<file path="config.mk">
export PLATFORM = sky130hd
export DESIGN_NAME = inst_fetch_resp_flat
export DESIGN_NICKNAME = d
export VERILOG_FILES = /design/src/rtl/inst_fetch_resp_pkg.sv /design/src/rtl/inst_fetch_resp_if.sv /design/src/rtl/inst_fetch_resp.sv /design/src/flat_wrapper.sv
export SDC_FILE = /design/constraint.sdc
export NUM_CORES = 1
export LEC_CHECK = 0
export BUFFER_PORTS_ARGS = -buffer_cell sky130_fd_sc_hd__buf_2
export CAP_MARGIN = 20
export CELL_PAD_IN_SITES_DETAIL_PLACEMENT = 0
export CELL_PAD_IN_SITES_GLOBAL_PLACEMENT = 1
export CORE_ASPECT_RATIO = 0.75
export CORE_MARGIN = 2
export CORE_UTILIZATION = 37
export DETAILED_ROUTE_END_ITERATION = 6
export GPL_ROUTABILITY_DRIVEN = 0
export PLACE_DENSITY_LB_ADDON = 0.1
export SLEW_MARGIN = 20
export SYNTH_ARGS = -nofsm -noshare
export SYNTH_HDL_FRONTEND = slang
export SYNTH_SLANG_ARGS = --single-unit
</file>
<file path="constraint.sdc">
create_clock -name clk -period 2.2 [get_ports clk]
set_input_delay 0.22 -clock clk [delete_from_list [all_inputs] [get_ports clk]]
set_output_delay 0.22 -clock clk [all_outputs]
set_load 0.05 [all_outputs]
</file>
<file path="src/rtl/inst_fetch_resp_pkg.sv">
// Shared definitions for the instruction-fetch responder: FSM encoding,
// fetch address width and the word returned for a misaligned fetch.
// Imported by the interface and the top module.
package inst_fetch_resp_pkg;

  localparam int FETCH_AW = 32;

  typedef enum logic [1:0] {
    S_IDLE = 2'd0,
    S_REQ  = 2'd1,
    S_WAIT = 2'd2,
    S_ADEL = 2'd3
  } fetch_state_e;

  // Returned in place of an instruction when the fetch address is misaligned;
  // the IF stage raises AdEL itself from the returned address.
  localparam logic [FETCH_AW-1:0] ADEL_RDATA = 32'h0;

  function automatic logic is_misaligned(input logic [1:0] addr_lsb);
    return addr_lsb != 2'b00;
  endfunction

endpackage

</file>
<file path="src/rtl/inst_fetch_resp_if.sv">
// SRAM-like instruction bus between the fetch responder and the bus bridge.
// master: responder side (drives inst_req/inst_addr, receives handshakes + data).
// slave : bridge side (drives inst_addr_ok/inst_data_ok/inst_rdata).
interface inst_fetch_resp_if;
  import inst_fetch_resp_pkg::*;

  logic                inst_req;
  logic [FETCH_AW-1:0] inst_addr;
  logic                inst_addr_ok;
  logic                inst_data_ok;
  logic [FETCH_AW-1:0] inst_rdata;

  modport master (
    output inst_req, inst_addr,
    input  inst_addr_ok, inst_data_ok, inst_rdata
  );

  modport slave (
    input  inst_req, inst_addr,
    output inst_addr_ok, inst_data_ok, inst_rdata
  );

endinterface

</file>
<file path="src/rtl/inst_fetch_resp.sv">
// Purpose     : turns the IF stage fetch address into one instruction-bus read and
//               returns the word + its address with a one-cycle interlayer_ready pulse.
// Latency     : accept T0, inst_req T1, data_ok earliest T2, pulse T3; misaligned pulse at T2.
// Backpressure: inst_req/inst_addr held until inst_addr_ok; one transaction outstanding;
//               IF_skip cancels the in-flight fetch, whose data is drained and dropped.
// Ports       : clk, rst_n (async active-low); IF_skip, IF_mem_addr in from IF;
//               IF_mem_rdata, IF_mem_addr_done, interlayer_ready out to IF;
//               bus (master modport) carries inst_req/inst_addr/inst_addr_ok/
//               inst_data_ok/inst_rdata to the bridge.
module inst_fetch_resp
  import inst_fetch_resp_pkg::*;
#(
  parameter bit ALIGN_CHECK = 1'b1
) (
  input  logic                clk,
  input  logic                rst_n,
  input  logic                IF_skip,
  input  logic [FETCH_AW-1:0] IF_mem_addr,
  output logic [FETCH_AW-1:0] IF_mem_rdata,
  output logic [FETCH_AW-1:0] IF_mem_addr_done,
  output logic                interlayer_ready,
  inst_fetch_resp_if.master   bus
);

  fetch_state_e        state;
  logic [FETCH_AW-1:0] addr_r;
  logic                cancel;

  // Bus outputs are pure decodes of registers, so nothing from the inputs
  // reaches an output combinationally.
  assign bus.inst_req  = (state == S_REQ);
  assign bus.inst_addr = addr_r;

  always_ff @(posedge clk or negedge rst_n) begin
    if (!rst_n) begin
      state            <= S_IDLE;
      addr_r           <= '0;
      cancel           <= 1'b0;
      IF_mem_rdata     <= '0;
      IF_mem_addr_done <= '0;
      interlayer_ready <= 1'b0;
    end else begin
      interlayer_ready <= 1'b0;

      case (state)
        S_IDLE: begin
          // During the pulse cycle IF still shows the address just completed;
          // it only advances its PC after seeing the pulse, so accepting now
          // would fetch the same word twice.
          if (!IF_skip && !interlayer_ready) begin
            addr_r <= IF_mem_addr;
            cancel <= 1'b0;
            // Same bits that land in addr_r this edge.
            if (ALIGN_CHECK && is_misaligned(IF_mem_addr[1:0])) begin
              state <= S_ADEL;
            end else begin
              state <= S_REQ;
            end
          end
        end

        S_REQ: begin
          // The request stays up even when cancelled: the bridge may already
          // be committed, so the response is drained in WAIT instead.
          if (IF_skip) begin
            cancel <= 1'b1;
          end
          if (bus.inst_addr_ok) begin
            state <= S_WAIT;
          end
        end

        S_WAIT: begin
          if (bus.inst_data_ok) begin
            // A skip arriving with the data cancels it just like an earlier one.
            if (!cancel && !IF_skip) begin
              IF_mem_rdata     <= bus.inst_rdata;
              IF_mem_addr_done <= addr_r;
              interlayer_ready <= 1'b1;
            end
            cancel <= 1'b0;
            state  <= S_IDLE;
          end else if (IF_skip) begin
            cancel <= 1'b1;
          end
        end

        S_ADEL: begin
          if (!cancel && !IF_skip) begin
            IF_mem_rdata     <= ADEL_RDATA;
            IF_mem_addr_done <= addr_r;
            interlayer_ready <= 1'b1;
          end
          if (IF_skip) begin
            cancel <= 1'b1;
          end
          state <= S_IDLE;
        end

        default: state <= S_IDLE;
      endcase
    end
  end

endmodule

</file>
<file path="src/flat_wrapper.sv">
// flat-port wrapper written by rule: the top's interface ports become plain ports
module inst_fetch_resp_flat import inst_fetch_resp_pkg::*;
#(
  parameter bit ALIGN_CHECK = 1'b1
)
  (clk, rst_n, IF_skip, IF_mem_addr, IF_mem_rdata, IF_mem_addr_done, interlayer_ready, bus_inst_req, bus_inst_addr, bus_inst_addr_ok, bus_inst_data_ok, bus_inst_rdata);
  inst_fetch_resp_if bus_i ();
  input  logic clk;
  input  logic rst_n;
  input  logic IF_skip;
  input  logic [FETCH_AW-1:0] IF_mem_addr;
  output logic [FETCH_AW-1:0] IF_mem_rdata;
  output logic [FETCH_AW-1:0] IF_mem_addr_done;
  output logic interlayer_ready;
  output wire logic [$bits(bus_i.inst_req)-1:0] bus_inst_req;
  output wire logic [$bits(bus_i.inst_addr)-1:0] bus_inst_addr;
  input wire logic [$bits(bus_i.inst_addr_ok)-1:0] bus_inst_addr_ok;
  input wire logic [$bits(bus_i.inst_data_ok)-1:0] bus_inst_data_ok;
  input wire logic [$bits(bus_i.inst_rdata)-1:0] bus_inst_rdata;
  assign bus_inst_req = bus_i.inst_req;
  assign bus_inst_addr = bus_i.inst_addr;
  assign bus_i.inst_addr_ok = bus_inst_addr_ok;
  assign bus_i.inst_data_ok = bus_inst_data_ok;
  assign bus_i.inst_rdata = bus_inst_rdata;
  inst_fetch_resp #(.ALIGN_CHECK(ALIGN_CHECK)) u_core (.clk(clk), .rst_n(rst_n), .IF_skip(IF_skip), .IF_mem_addr(IF_mem_addr), .IF_mem_rdata(IF_mem_rdata), .IF_mem_addr_done(IF_mem_addr_done), .interlayer_ready(interlayer_ready), .bus(bus_i));
endmodule
</file>
==> flow_metrics.tcl <==
set metrics [dict create \
    synth_top_cell_by_area "dfrtp_1" \
    r2r-start "u_core.state[0]$_DFFE_PN0P_" \
    synth_seq_cells 100 \
    hold_viol 0 \
    final-seq-area_mm2 0.002502 \
    fin_tns_setup_ns 0 \
    grt_overflow 0 \
    yosysWarnings 0 \
    cp-startpoint "u_core.state[0]$_DFFE_PN0P_" \
    max_cap_violations 0 \
    postRouteAntennaNets 0 \
    layout-drive-gt1-share_pct 54.31 \
    cts_resized 0 \
    critPathArrivalTime_ns 1.96 \
    gr-usage-all-layers_pct 15.51 \
    dr.pass1.iters 4 \
    fillers 969 \
    vias 2676 \
    slew_headroom_pct 58.78 \
    layout.cells.most_common "buf_2" \
    antenna_found_initial 1 \
    slowest_stage "dfrtp_1" \
    final_cell_mix "buf_2, dfrtp_1, mux2_2, nand2_1, inv_1" \
    cpPeakStageDelay_ns 0.48 \
    cts_buffers 9 \
    required_ns 2.42 \
    io_buffers 166 \
    setup_viol 0 \
    die-area_mm2 0.01170 \
    crit_chain "nor2_1, nor4b_4, buf_12, mux2_2" \
    hold_class "input port to register" \
    ios 167 \
    dp_slack_ns 0.4630 \
    worstMarginPinSlew_ns 0.6183 \
    avgViaCountPerCell 4.460 \
    setup_slack_ns 0.4639 \
    rsz0062_at_grt "false" \
    min_from "IF_mem_addr[21]" \
    fin_crit_ns 1.736 \
    seq_area_frac_synth_pct 62.38 \
    multiInputGateArea_mm2 0.001275 \
    wl_per_cell_um 14.53 \
    clkTransAtPathRegs_ns 0.07 \
    cts_tree "yes" \
    drv_slew 0 \
    avgSynthCellArea_um2 13.83 \
    yosysTopAreaCellShare_pct 62.38 \
    synthCells 290 \
    diodes 0 \
    clock-root-buffer "clkbuf_16" \
    clkSinkCount 100 \
    grt_pass1_vias 2691 \
    hpwl_um 6217 \
    fp-row-count 32 \
    startpoint_type "register" \
    drt_iter0_markers 102 \
    clockBufferDepth 2 \
    area_growth_pct 32.06 \
    utilization_pct 50.89 \
    fmax_mhz 576.0 \
    postCtsSetupBuffers 0 \
    grt_first_pass_wirelength_um 14130 \
    placed_cell_area_mm2 0.004987 \
    crit_type "register to register" \
    path_max_fanout 30 \
    synth_nets 359 \
    fin_crit_sh_pct 78.91 \
    wirelength_um 8715 \
    drc 0 \
    die_h_um 94.18 \
    hold_buffers 1 \
    clk_latency_ns 0.34 \
    clock_skew_ns 0.005688 \
    cts_max_level 3 \
    cp-end-kind "register" \
    final_area_mm2 0.005298 \
    dieWidth_um 124.2 \
    synth_area_mm2 0.004011 \
    synth_area_leaders "dfrtp_1, mux2_2, mux2i_1, nand2_1, inv_1" \
    design.core.area_mm2 0.01041 \
    run_status "complete, no violations" \
    grt_start_max_net_pins 55 \
    start_util_pct 38.53 \
    yosysUniqueCellTypes 21 \
    nets 528 \
]
==> registers in the layout, indices dropped and copies added, names as in the netlist <==
name	cells
u_core.IF_mem_addr_done	32
u_core.IF_mem_rdata	32
u_core.bus.inst_addr	32
u_core.cancel	1
u_core.interlayer_ready	1
u_core.state	2
==> routing by layer <==
metal  share of wire [%]  GRT usage [%]  wire length (um)
met3                 8.3          6.720               723
met2                  43          22.18              3764
met5                   0              0                 0
met4                 1.2          5.712               104
met1                  47          20.91              4123
==> cell usage after synthesis <==
master	number
buf_2	1
nor4_4	1
mux2i_1	32
a21oi_1	2
mux2_2	62
buf_6	6
o21ai_0	1
buf_4	4
clkbuf_2	1
clkbuf_1	3
nor2b_1	1
dfrtp_1	100
inv_1	33
nor2_1	2
o31a_1	1
mux2_1	2
a21o_1	1
o22a_1	1
nor4b_2	1
nor3b_1	1
nand2_1	34
==> through the flow <==
stage | hold slack (ns) | instances
after floorplan | -0.07559 | 290
after global placement | 0.2946 | 583
after detailed placement | 0.2832 | 583
after CTS | 0.08521 | 600
after global routing | 0.08041 | 600
final | 0.1061 | 600
==> path summary, 6_finish.rpt <==
| path | end | slack (ns) | cells after the start |
|---|---|---|---|
| max in group asynchronous | u_core.IF_mem_rdata[0]$_DFFE_PN0P_ | 1.03 | 3 |
| worst min register to register | u_core.IF_mem_addr_done[8]$_DFFE_PN0P_ | 0.50 | 1 |
| worst max-delay path | u_core.IF_mem_addr_done[27]$_DFFE_PN0P_ | 0.46 | 4 |
| worst min-delay path | u_core.bus.inst_addr[21]$_DFFE_PN0P_ | 0.11 | 2 |
| worst max register to register | u_core.IF_mem_addr_done[27]$_DFFE_PN0P_ | 0.46 | 4 |
| min in group asynchronous | u_core.IF_mem_addr_done[8]$_DFFE_PN0P_ | 0.44 | 2 |
==> critical path, delay by kind of cell, from the launching register on <==
family	cells	cell delay [ns]
flip-flops	1	0.48
multiplexers	1	0.36
AND/OR/NAND/NOR	2	0.48
buffers and inverters	1	0.29
==> cell type report <==
type | instances | share of cell area, %
clock buffer | 9 | 4.251
clock inverter | 7 | 1.417
inverter | 33 | 2.338
multi-input combinational | 142 | 24.07
sequential | 100 | 47.24
tap | 136 | 3.212
timing repair buffer | 173 | 17.48
==> logic make-up after synthesis <==
logic type      Yosys count  synth area share [%]
buf+inv                  48                 6.051
compound gates            6                0.9982
mux                      96                 25.95
flops                   100                 62.38
simple gates             40                 4.616
Power is left out: the tool's default activity adds up to more than one toggle a clock period on the data nets, which glitch-free logic cannot reach.
